--- config.mk ---
export PLATFORM = sky130hd
export DESIGN_NAME = stim_stream_gen
export DESIGN_NICKNAME = d
export VERILOG_FILES = /design/src/rtl/stim_pkg.sv /design/src/rtl/stim_lfsr.sv /design/src/rtl/stim_stream_gen.sv
export SDC_FILE = /design/constraint.sdc
export NUM_CORES = 1
export LEC_CHECK = 0
export CORE_ASPECT_RATIO = 2
export CORE_MARGIN = 10
export CORE_UTILIZATION = 40
export DETAILED_ROUTE_END_ITERATION = 7
export SLEW_MARGIN = 30
export SYNTH_ARGS = -nofsm -noshare
export SYNTH_HDL_FRONTEND = slang
export SYNTH_SLANG_ARGS = --single-unit
--- constraint.sdc ---
create_clock -name clk -period 6.4 [get_ports clk]
set_input_delay 0.64 -clock clk [delete_from_list [all_inputs] [get_ports clk]]
set_output_delay 0.64 -clock clk [all_outputs]
set_load 0.03 [all_outputs]
--- src/rtl/stim_pkg.sv ---
// stim_pkg: shared state encoding and data-mode constants for the stimulus stream generator.
package stim_pkg;
  typedef enum logic [1:0] {IDLE, SEND, GAP, FIN} state_t;
  localparam logic MODE_INC  = 1'b0;
  localparam logic MODE_LFSR = 1'b1;
endpackage

--- src/rtl/stim_lfsr.sv ---
// stim_lfsr: right-shifting Galois LFSR that holds the current pseudo-random payload.
module stim_lfsr #(
  parameter int              DATA_W = 16,
  parameter logic [DATA_W-1:0] TAPS = DATA_W'(16'hB400),
  parameter logic [DATA_W-1:0] SEED = DATA_W'(16'h0001)
) (
  input  logic              clk,
  input  logic              rst_n,
  input  logic              load,
  input  logic              step,
  output logic [DATA_W-1:0] value
);
  always_ff @(posedge clk or negedge rst_n)
    if (!rst_n) value <= SEED;
    else if (load) value <= SEED;
    else if (step) value <= (value >> 1) ^ (value[0] ? TAPS : '0);
endmodule

--- src/rtl/stim_stream_gen.sv ---
// stim_stream_gen: programmable valid/ready beat source with incrementing or LFSR payload,
// optional idle gaps, backpressure and a done pulse at the end of each run.
module stim_stream_gen import stim_pkg::*; #(
  parameter int                DATA_W    = 16,
  parameter int                CNT_W     = 16,
  parameter int                GAP_W     = 4,
  parameter logic [DATA_W-1:0] LFSR_TAPS = DATA_W'(16'hB400),
  parameter logic [DATA_W-1:0] LFSR_SEED = DATA_W'(16'h0001)
) (
  input  logic              clk,
  input  logic              rst_n,
  input  logic              start,
  input  logic [CNT_W-1:0]  num_beats,
  input  logic [GAP_W-1:0]  gap_cycles,
  input  logic              mode,
  output logic              out_valid,
  output logic [DATA_W-1:0] out_data,
  input  logic              out_ready,
  output logic              busy,
  output logic              done,
  output logic [CNT_W-1:0]  beat_idx
);
  state_t             r_state, w_next;
  logic [CNT_W-1:0]   r_num, r_idx;
  logic [GAP_W-1:0]   r_gap, r_cnt;
  logic               r_mode, r_valid, r_busy, r_done;
  logic [DATA_W-1:0]  w_lfsr;
  logic               w_load, w_xfer, w_last;
  assign w_load = (r_state == IDLE) && start;
  assign w_xfer = (r_state == SEND) && out_ready;
  assign w_last = r_idx == r_num - CNT_W'(1);
  stim_lfsr #(.DATA_W(DATA_W), .TAPS(LFSR_TAPS), .SEED(LFSR_SEED)) u_lfsr (
    .clk(clk), .rst_n(rst_n), .load(w_load), .step(w_xfer), .value(w_lfsr)
  );
  always_comb begin
    w_next = r_state;
    case (r_state)
      IDLE:    if (start) w_next = (num_beats == '0) ? FIN : SEND;
      SEND:    if (w_xfer) w_next = w_last ? FIN : (r_gap != '0 ? GAP : SEND);
      GAP:     if (r_cnt == GAP_W'(1)) w_next = SEND;
      default: w_next = IDLE;
    endcase
  end
  // Flags are computed from the next state so they change in the same cycle as the FSM.
  always_ff @(posedge clk or negedge rst_n)
    if (!rst_n) begin
      r_state <= IDLE;
      r_valid <= 1'b0;
      r_busy  <= 1'b0;
      r_done  <= 1'b0;
      r_num   <= '0;
      r_gap   <= '0;
      r_cnt   <= '0;
      r_idx   <= '0;
      r_mode  <= MODE_INC;
    end else begin
      r_state <= w_next;
      r_valid <= w_next == SEND;
      r_busy  <= (w_next == SEND) || (w_next == GAP);
      r_done  <= w_next == FIN;
      if (w_load) begin
        r_num  <= num_beats;
        r_gap  <= gap_cycles;
        r_mode <= mode;
        r_idx  <= '0;
      end else if (w_xfer && !w_last) begin
        r_idx <= r_idx + CNT_W'(1);
        r_cnt <= r_gap;
      end else if (r_state == GAP) begin
        r_cnt <= r_cnt - GAP_W'(1);
      end
    end
  assign out_valid = r_valid;
  assign busy      = r_busy;
  assign done      = r_done;
  assign beat_idx  = r_idx;
  assign out_data  = (r_mode == MODE_INC) ? DATA_W'(r_idx) : w_lfsr;
endmodule

; ---- After elaboration in Yosys (flattened, before gate mapping)
; Cells that the tools add are included.
[totals]
latchBits = 0
inputBits = 25
ff_bits = 62
elab_cells = 49
output_inout_bits = 35
ram_bits = 0
mem_bits_ro = 0
mem_count = 0
[classes]
n_shift = 0
multipliers = 0
order_cmp = 0
n_addsub = 3
n_bitwise = 2
muxes = 15
n_reduce_logical = 12
div = 0
eq_ne = 7
[ops]
columns = op, count
row1 = 16-bit two-way mux, 6
row2 = "16-bit by 1-bit adder with 16-bit output, second input constant", 1
row3 = 16-bit equality test, 1
row4 = 16-bit logical NOT, 1
row5 = "16-bit by 1-bit subtractor with 16-bit output, second input constant", 1
row6 = 15-bit by 16-bit XOR with 16-bit output, 1
row7 = 2-bit two-way mux, 6
row8 = 4-bit two-way mux, 2
row9 = "2-bit equality test, second input constant", 3
row10 = 2-bit case mux with 3 select lines, 1
row11 = 2-bit nonzero test, 3
row12 = "2-bit by 1-bit equality test with 1-bit output, second input constant", 2
row13 = "4-bit by 1-bit equality test with 1-bit output, second input constant", 1
row14 = 4-bit nonzero test, 1
row15 = "4-bit by 1-bit subtractor with 4-bit output, second input constant", 1
row16 = 1-bit logical AND, 3
row17 = 2-bit logical NOT, 1
row18 = 2-bit AND reduction, 1
row19 = 1-bit logical NOT, 1
row20 = 1-bit logical OR, 1
row21 = 1-bit NOT, 1

; ---- Logic depth before layout (Yosys ltp)
; Gate-level depths: netlist of run 1.
[logic_depth]
word_depth = 7
mapped_depth = 13
ltp_nobuf = 11

; ---- Modules after synthesis
; From an unflattened synthesis of run 1, not the netlist that was laid out.
[unflattened]
cells_unflattened = 383
hier_area_um2 = 3592.2
[modules_own_cells]
columns = mod, seq_area_each_um2, n_inst, cells_per_inst, area_each_um2
row1 = stim_stream_gen, 1151.1, 1, 328, 2882.8
row2 = stim_lfsr, 401.6, 1, 55, 709.4

; ---- Worst setup path before layout of run 1
; No wires, ideal clock.
[synth_path]
path_type = reg2reg
startpoint = reg r_num[0]
endpoint = reg r_busy, in the netlist busy
arrival_time_ps = 2800
path_stages_with_launch = 13
n_path_buf = 3
path_slack_ps = 3487
path_cell_list = dfrtp_1 inv_1 ha_1 or3b_2 or4_4 o31ai_1 and4_1 buf_6 buf_6 buf_6 o21ai_0 ha_1 inv_1
[synth_between]
elab_chain_len = 7
[synth_rtl]
columns = item, line
row1 = from (decl), stim_stream_gen.sv:24  ; logic [CNT_W-1:0] r_num, r_idx;
row2 = from (signal assigned), stim_stream_gen.sv:62  ; r_num <= num_beats;
row3 = 16-bit by 1-bit subtractor with 16-bit output *, stim_stream_gen.sv:31  ; assign w_last = r_idx == r_num - CNT_W'(1);
row4 = 16-bit equality test *, stim_stream_gen.sv:31
row5 = 2-bit two-way mux * (2 in a row), stim_stream_gen.sv:39  ; SEND: if (w_xfer) w_next = w_last ? FIN : (r_gap != '0 ? GAP : SEND);
row6 = 2-bit case mux with 3 select lines *, stim_stream_gen.sv:37  ; case (r_state)
row7 = 2-bit by 1-bit equality test with 1-bit output / 2-bit equality test (equally long branches), stim_stream_gen.sv:59  ; r_busy <= (w_next == SEND) || (w_next == GAP);
row8 = 1-bit logical OR *, stim_stream_gen.sv:59
row9 = to (signal assigned), stim_stream_gen.sv:59
row10 = to (decl), stim_stream_gen.sv:26  ; logic r_mode, r_valid, r_busy, r_done;
; Mark *: on every way between the ends. The rest lies on a longest branch, timed or not.
; A chain may end at the register's enable or synchronous reset.

; ---- Worst setup path in the final report of run 1
; Ends and elaborated chain as after synthesis.

==> flow_metrics.py, run 1 <==
metrics = {
    "drt": {
        "met3RoutedLength_um": 416,
        "top_layer": "met4",
        "drt-initial-drc-count": 189,
        "finalWirelength_mm": 9.84,
        "met2WireLength_mm": 5.48,
        "vias": 2980,
        "drt-pass1-iter-count": 4,
        "ant_nets": 0,
        "wire_per_inst_um": 18.5,
        "met1_length_mm": 3.71,
        "drt_drc_violations_left": 0,
        "avgViaCountPerCell": 5.60,
    },
    "pwr": {
        "p_per_area_nw_per_um2": 430,
        "peakVddDrop_mv": 0.239,
        "total_power_w": 0.00189,
        "leakage_nw": 1.87,
    },
    "synth": {
        "synth_area_per_cell_um2": 9.28,
        "synth_area_um2": 3490,
        "synth_warnings": 0,
        "synth_commonest_cells": "79 x nand2_1, 61 x dfrtp_1, 21 x xnor2_1",
        "synth-main-ff-cell": "dfrtp_1",
        "ys_ff_latch": 62,
        "synthCells": 376,
        "synth_cell_types": 46,
        "synthesis.nets": 407,
        "synth_edf_count": 0,
        "seq_area_frac_synth_pct": 44.5,
        "yosysTopAreaCell": "dfrtp_1",
        "synth_top_area_share_pct": 43.7,
        "post-synth-top-count-cell": "nand2_1",
        "async_reset_ff_share_pct": 100,
        "synth_area_leaders": "dfrtp_1 44%, nand2_1 8.5%, xnor2_1 5.3%, mux2_2 5.2%, a22o_1 3.0%",
    },
    "hold_path": {
        "hold_class": "input pin to asynchronous set/reset pin",
    },
    "sta": {
        "setup_viol": 0,
        "slew_headroom_pct": 42.6,
        "clock_skew_ns": 0.00577,
        "tightest_slew_ns": 0.861,
        "maxSlewViolCount": 0,
        "hold_viol": 0,
        "finalCritPeriodShare_pct": 54.1,
        "fin_setup_tns_ns": 0,
        "period_needed_ns": 3.46,
        "fmax_mhz": 289,
        "grt_setup_unrepaired": "false",
        "fin_hold_ws_ns": 0.476,
    },
    "cells_and_area": {
        "area_growth_pct": 26.2,
        "seqCellArea_um2": 1550,
        "fin_cells": 532,
        "multi_input_area_um2": 1800,
        "num-nets-final": 458,
        "drive_gt1_share_pct": 11.6,
        "final_util_pct": 51.3,
        "fillers": 856,
        "n_antenna_cell": 0,
    },
    "grt": {
        "grt_pass1_wl_mm": 16.2,
        "antenna_found_initial": 0,
        "grt_max_degree": 63,
        "grt.total_usage_pct": 15.5,
        "grt_pass1_vias": 3167,
        "grt_overflow": 0,
    },
    "worst_setup_path": {
        "path_class": "flop to flop",
        "cp.arrival_ns": 3.68,
        "crit_family": "simple AND/OR/NAND/NOR gates",
        "worstPathMaxFanout": 27,
        "startpoint_type": "flop",
        "end_kind": "flop",
        "crit_start": "r_num[0]",
        "reg2reg_from": "r_num[0]",
        "cp_cell_sequence": "inv_1 > ha_1 > or3b_2 > or4_4 > o31ai_1 > and4_1 > o21ai_0 > ha_1 > inv_1",
        "crit_buf_inv": 2,
        "required_ns": 6.62,
        "crit_path_max_incr_delay_ns": 0.81,
        "cp_slowest_cell": "and4_1",
    },
    "status": {
        "outcome": "complete, no violations",
    },
    "floorplan": {
        "start_util_pct": 40.6,
        "rows": 48,
        "pin_count": 60,
        "core_region_area_um2": 8590,
        "dieArea_um2": 13100,
        "die_w_um": 86.1,
        "die_y_um": 152,
    },
    "clocking": {
        "hold_buffers": 0,
        "cts_root_buf": "clkbuf_16",
        "cts_buffers": 9,
        "numClockSinks": 62,
        "post_cts_resized": 0,
        "cts_tree": "done",
        "h-tree-depth": 3,
        "clk_latency_ns": 0.33,
        "post-cts-setup-buffers": 0,
        "path_clk_slew_ns": 0.05,
        "clockBufferDepth": 2,
    },
    "placed_design": {
        "place_congestion": 0.895,
        "io_buffers": 59,
        "place_hpwl_mm": 7.32,
        "place_inst": 516,
    },
    "run": {
        "max_cap_violations": 0,
    },
}
==> registers in the layout, summed over array words and instances (netlist names) <==
| signal | flops |
|---|---|
| r_cnt | 4 |
| beat_idx | 16 |
| u_lfsr.value | 16 |
| r_mode | 1 |
| done | 1 |
| busy | 1 |
| r_state | 2 |
| out_valid | 1 |
| r_gap | 4 |
| r_num | 16 |
==> layout make-up <==
class / count / area share, %
multi-input combinational: 284 / 40.9
sequential: 62 / 35.2
timing repair buffer: 62 / 13.8
clock buffer: 13 / 6.13
tap: 100 / 2.84
inverter: 8 / 0.681
clock inverter: 3 / 0.398
==> per-layer routing <==
layer	GRT usage, %	up-vias
li1	-	1443
met2	27.3	45
met3	4.28	13
met1	16.5	1479
met4	6.39	0
met5	0	-
==> power breakdown <==
part | total [W] | switching, W | internal, W
logic | 0.000731 | 0.000396 | 0.000335
clock network | 0.000460 | 0.000168 | 0.000292
registers | 0.000704 | 0.000183 | 0.000521
==> stage by stage <==
stage	setup slack, ns	area [um2]
2_1_floorplan	3.49	3490
3_3_place_gp	3.01	4110
3_5_place_dp	2.97	4120
4_1_cts	2.95	4400
5_1_grt	2.65	4410
6_report	2.94	4410
==> worst paths after layout <==
check                              endpoint  slack [ns]  cells after the start
min in group clk                  r_num[15]        0.50                      2
min reg2reg                       r_num[15]        0.50                      2
max reg2reg                            busy        2.94                      9
min                        u_lfsr.value[13]        0.48                      2
max in group asynchronous              done        5.36                      2
max                                    busy        2.94                      9
==> cell usage in the layout, fill, tap and decap left out, types with 8 or more instances in the layout <==
master	netlist	final
a21oi_1	19	19
a22o_1	12	12
clkbuf_16	0	9
clkdlybuf4s50_1	0	58
dfrtp_1	61	61
inv_1	8	8
mux2_2	16	16
nand2_1	79	79
nor2_1	12	11
nor3_1	10	10
nor4_1	13	13
o21ai_0	18	18
xnor2_1	21	21
==> logic make-up after synthesis <==
kind of cell    Yosys count  synth area share (%)
compound gates           73                  13.9
simple gates            160                  22.8
buf+inv                  30                  4.09
flops                    62                  44.5
mux                      20                  6.31
xor+xnor                 25                  6.27
fa+ha+maj                 6                  2.15
(Power assumes the default switching activity.)
==> run 2: changes to the inputs <==
- clock period: 6.4 -> 3.6 ns (I/O delays scaled with it)
==> run 2 against run 1 <==
Highest routed layer unchanged. Clock power grew 89%. Non-clock buffer count grew 2. Critical path depth grew 1. Critical path type unchanged.
==> flow_metrics.py, run 2 (synthesis gave the netlist of run 1 again) <==
metrics = {
    "worst_setup_path": {
        "worstPathMaxFanout": 7,
        "path_class": "flop to flop",
        "r2r_setup_slack_ns": 0.40,
        "reg2reg_from": "r_num[0]",
        "crit_start": "r_num[0]",
        "r2r_cells": 10,
        "timing.rr.end": "busy",
        "cp.arrival_ns": 3.47,
        "endpoint": "busy",
        "required_ns": 3.87,
        "end_kind": "flop",
        "startpoint_type": "flop",
    },
    "floorplan": {
        "pin_count": 60,
        "core_region_area_um2": 8590,
        "start_util_pct": 40.6,
        "die_w_um": 86.1,
        "rows": 48,
        "die_y_um": 152,
        "dieArea_um2": 13100,
    },
    "drt": {
        "drt-initial-drc-count": 119,
        "wire_per_inst_um": 18.5,
        "drt_drc_violations_left": 0,
        "avgViaCountPerCell": 5.67,
        "ant_nets": 0,
        "finalWirelength_mm": 9.88,
        "vias": 3029,
        "drt-pass1-iter-count": 4,
    },
    "sta": {
        "grt_setup_unrepaired": "false",
        "maxSlewViolCount": 0,
        "fin_setup_tns_ns": 0,
        "tightest_slew_ns": 0.939,
        "period_needed_ns": 3.20,
        "finalCritPeriodShare_pct": 88.8,
        "layout_setup_ws_ns": 0.405,
        "slew_headroom_pct": 37.2,
        "fmax_mhz": 313,
        "setup_viol": 0,
        "hold_viol": 0,
        "clock_skew_ns": 0.00337,
    },
    "grt": {
        "antenna_found_initial": 0,
        "grt_pass1_wl_mm": 16.0,
        "grt.total_usage_pct": 15.3,
        "grt_max_degree": 33,
        "grt_overflow": 0,
        "grt_pass1_vias": 3219,
    },
    "clocking": {
        "clockBufferDepth": 2,
        "path_clk_slew_ns": 0.05,
        "post_cts_resized": 0,
        "hold_buffers": 0,
        "cts_tree": "done",
        "h-tree-depth": 3,
        "post-cts-setup-buffers": 0,
        "cts_buffers": 9,
        "clk_latency_ns": 0.33,
        "cts_root_buf": "clkbuf_16",
        "numClockSinks": 62,
    },
    "cells_and_area": {
        "final_util_pct": 51.6,
        "area_growth_pct": 27.0,
        "fillers": 863,
        "n_antenna_cell": 0,
        "drive_gt1_share_pct": 11.8,
        "layout_common_cells": "79 x nand2_1, 61 x dfrtp_1, 58 x clkdlybuf4s50_1",
        "num-nets-final": 460,
        "final_common_cell": "nand2_1",
    },
    "pwr": {
        "total_power_w": 0.00343,
        "p_per_area_nw_per_um2": 774,
        "peakVddDrop_mv": 0.438,
        "leakage_nw": 1.89,
    },
    "placed_design": {
        "io_buffers": 59,
        "post-place-ws_ns": 0.439,
        "place_congestion": 0.864,
        "place_hpwl_mm": 7.41,
    },
    "status": {
        "outcome": "complete, no violations",
    },
    "run": {
        "max_cap_violations": 0,
    },
    "hold_path": {
        "hold_class": "input pin to asynchronous set/reset pin",
    },
}
## run 2: changes by cell type in the layout (fill, tap and decap cells not counted), sizes merged
cell      change
buf           +2
clkinvlp      -1
clkinv        +1
clkbuf        -1
bufinv        +1
## run 2: critical path, cell delays in order, from the launching register on
cell	delay [ns]
dfrtp_1	0.43
inv_1	0.09
ha_1	0.23
or3b_2	0.50
or4_4	0.43
o31ai_1	0.31
nand4_1	0.34
nand2_1	0.32
o21a_1	0.19
ha_1	0.24
inv_1	0.05
## run 2: per-stage QoR
step,instances,hold WS [ns],instance area (um2)
floorplan,376,0.0644,3490
global placement,518,0.475,4130
detailed placement,518,0.472,4130
CTS,534,0.117,4430
global route,534,0.155,4430
finish,534,0.101,4430
## run 2: final cells by class
class	count	area, um2	area share [%]
multi-input combinational	284	1800	40.6
sequential	62	1550	35.0
tap	100	125	2.82
timing repair buffer	64	623	14.1
clock buffer	12	256	5.79
clock inverter	4	45.0	1.02
inverter	8	30.0	0.677
## run 2: worst min path at each step
stage,end,slack [ns]
5_1_grt,u_lfsr.value[13],0.16
3_5_place_dp,u_lfsr.value[13],0.47
4_1_cts,u_lfsr.value[13],0.12
6_report,u_lfsr.value[13],0.10
3_3_place_gp,u_lfsr.value[13],0.48
2_1_floorplan,beat_idx[0],0.06
## run 2: metal layers
layer / track usage (%) / up-vias / routed length [um]
met5: 0 / - / 0
met4: 11.5 / 0 / 425
met3: 2.78 / 24 / 405
met2: 26.3 / 65 / 5350
met1: 15.8 / 1493 / 3710
li1: - / 1447 / -
## run 2: where the power goes
part	switching [W]	total, W	internal, W
clock	0.000302	0.000871	0.000569
combinational	0.000700	0.00130	0.000599
sequential	0.000332	0.00126	0.000927
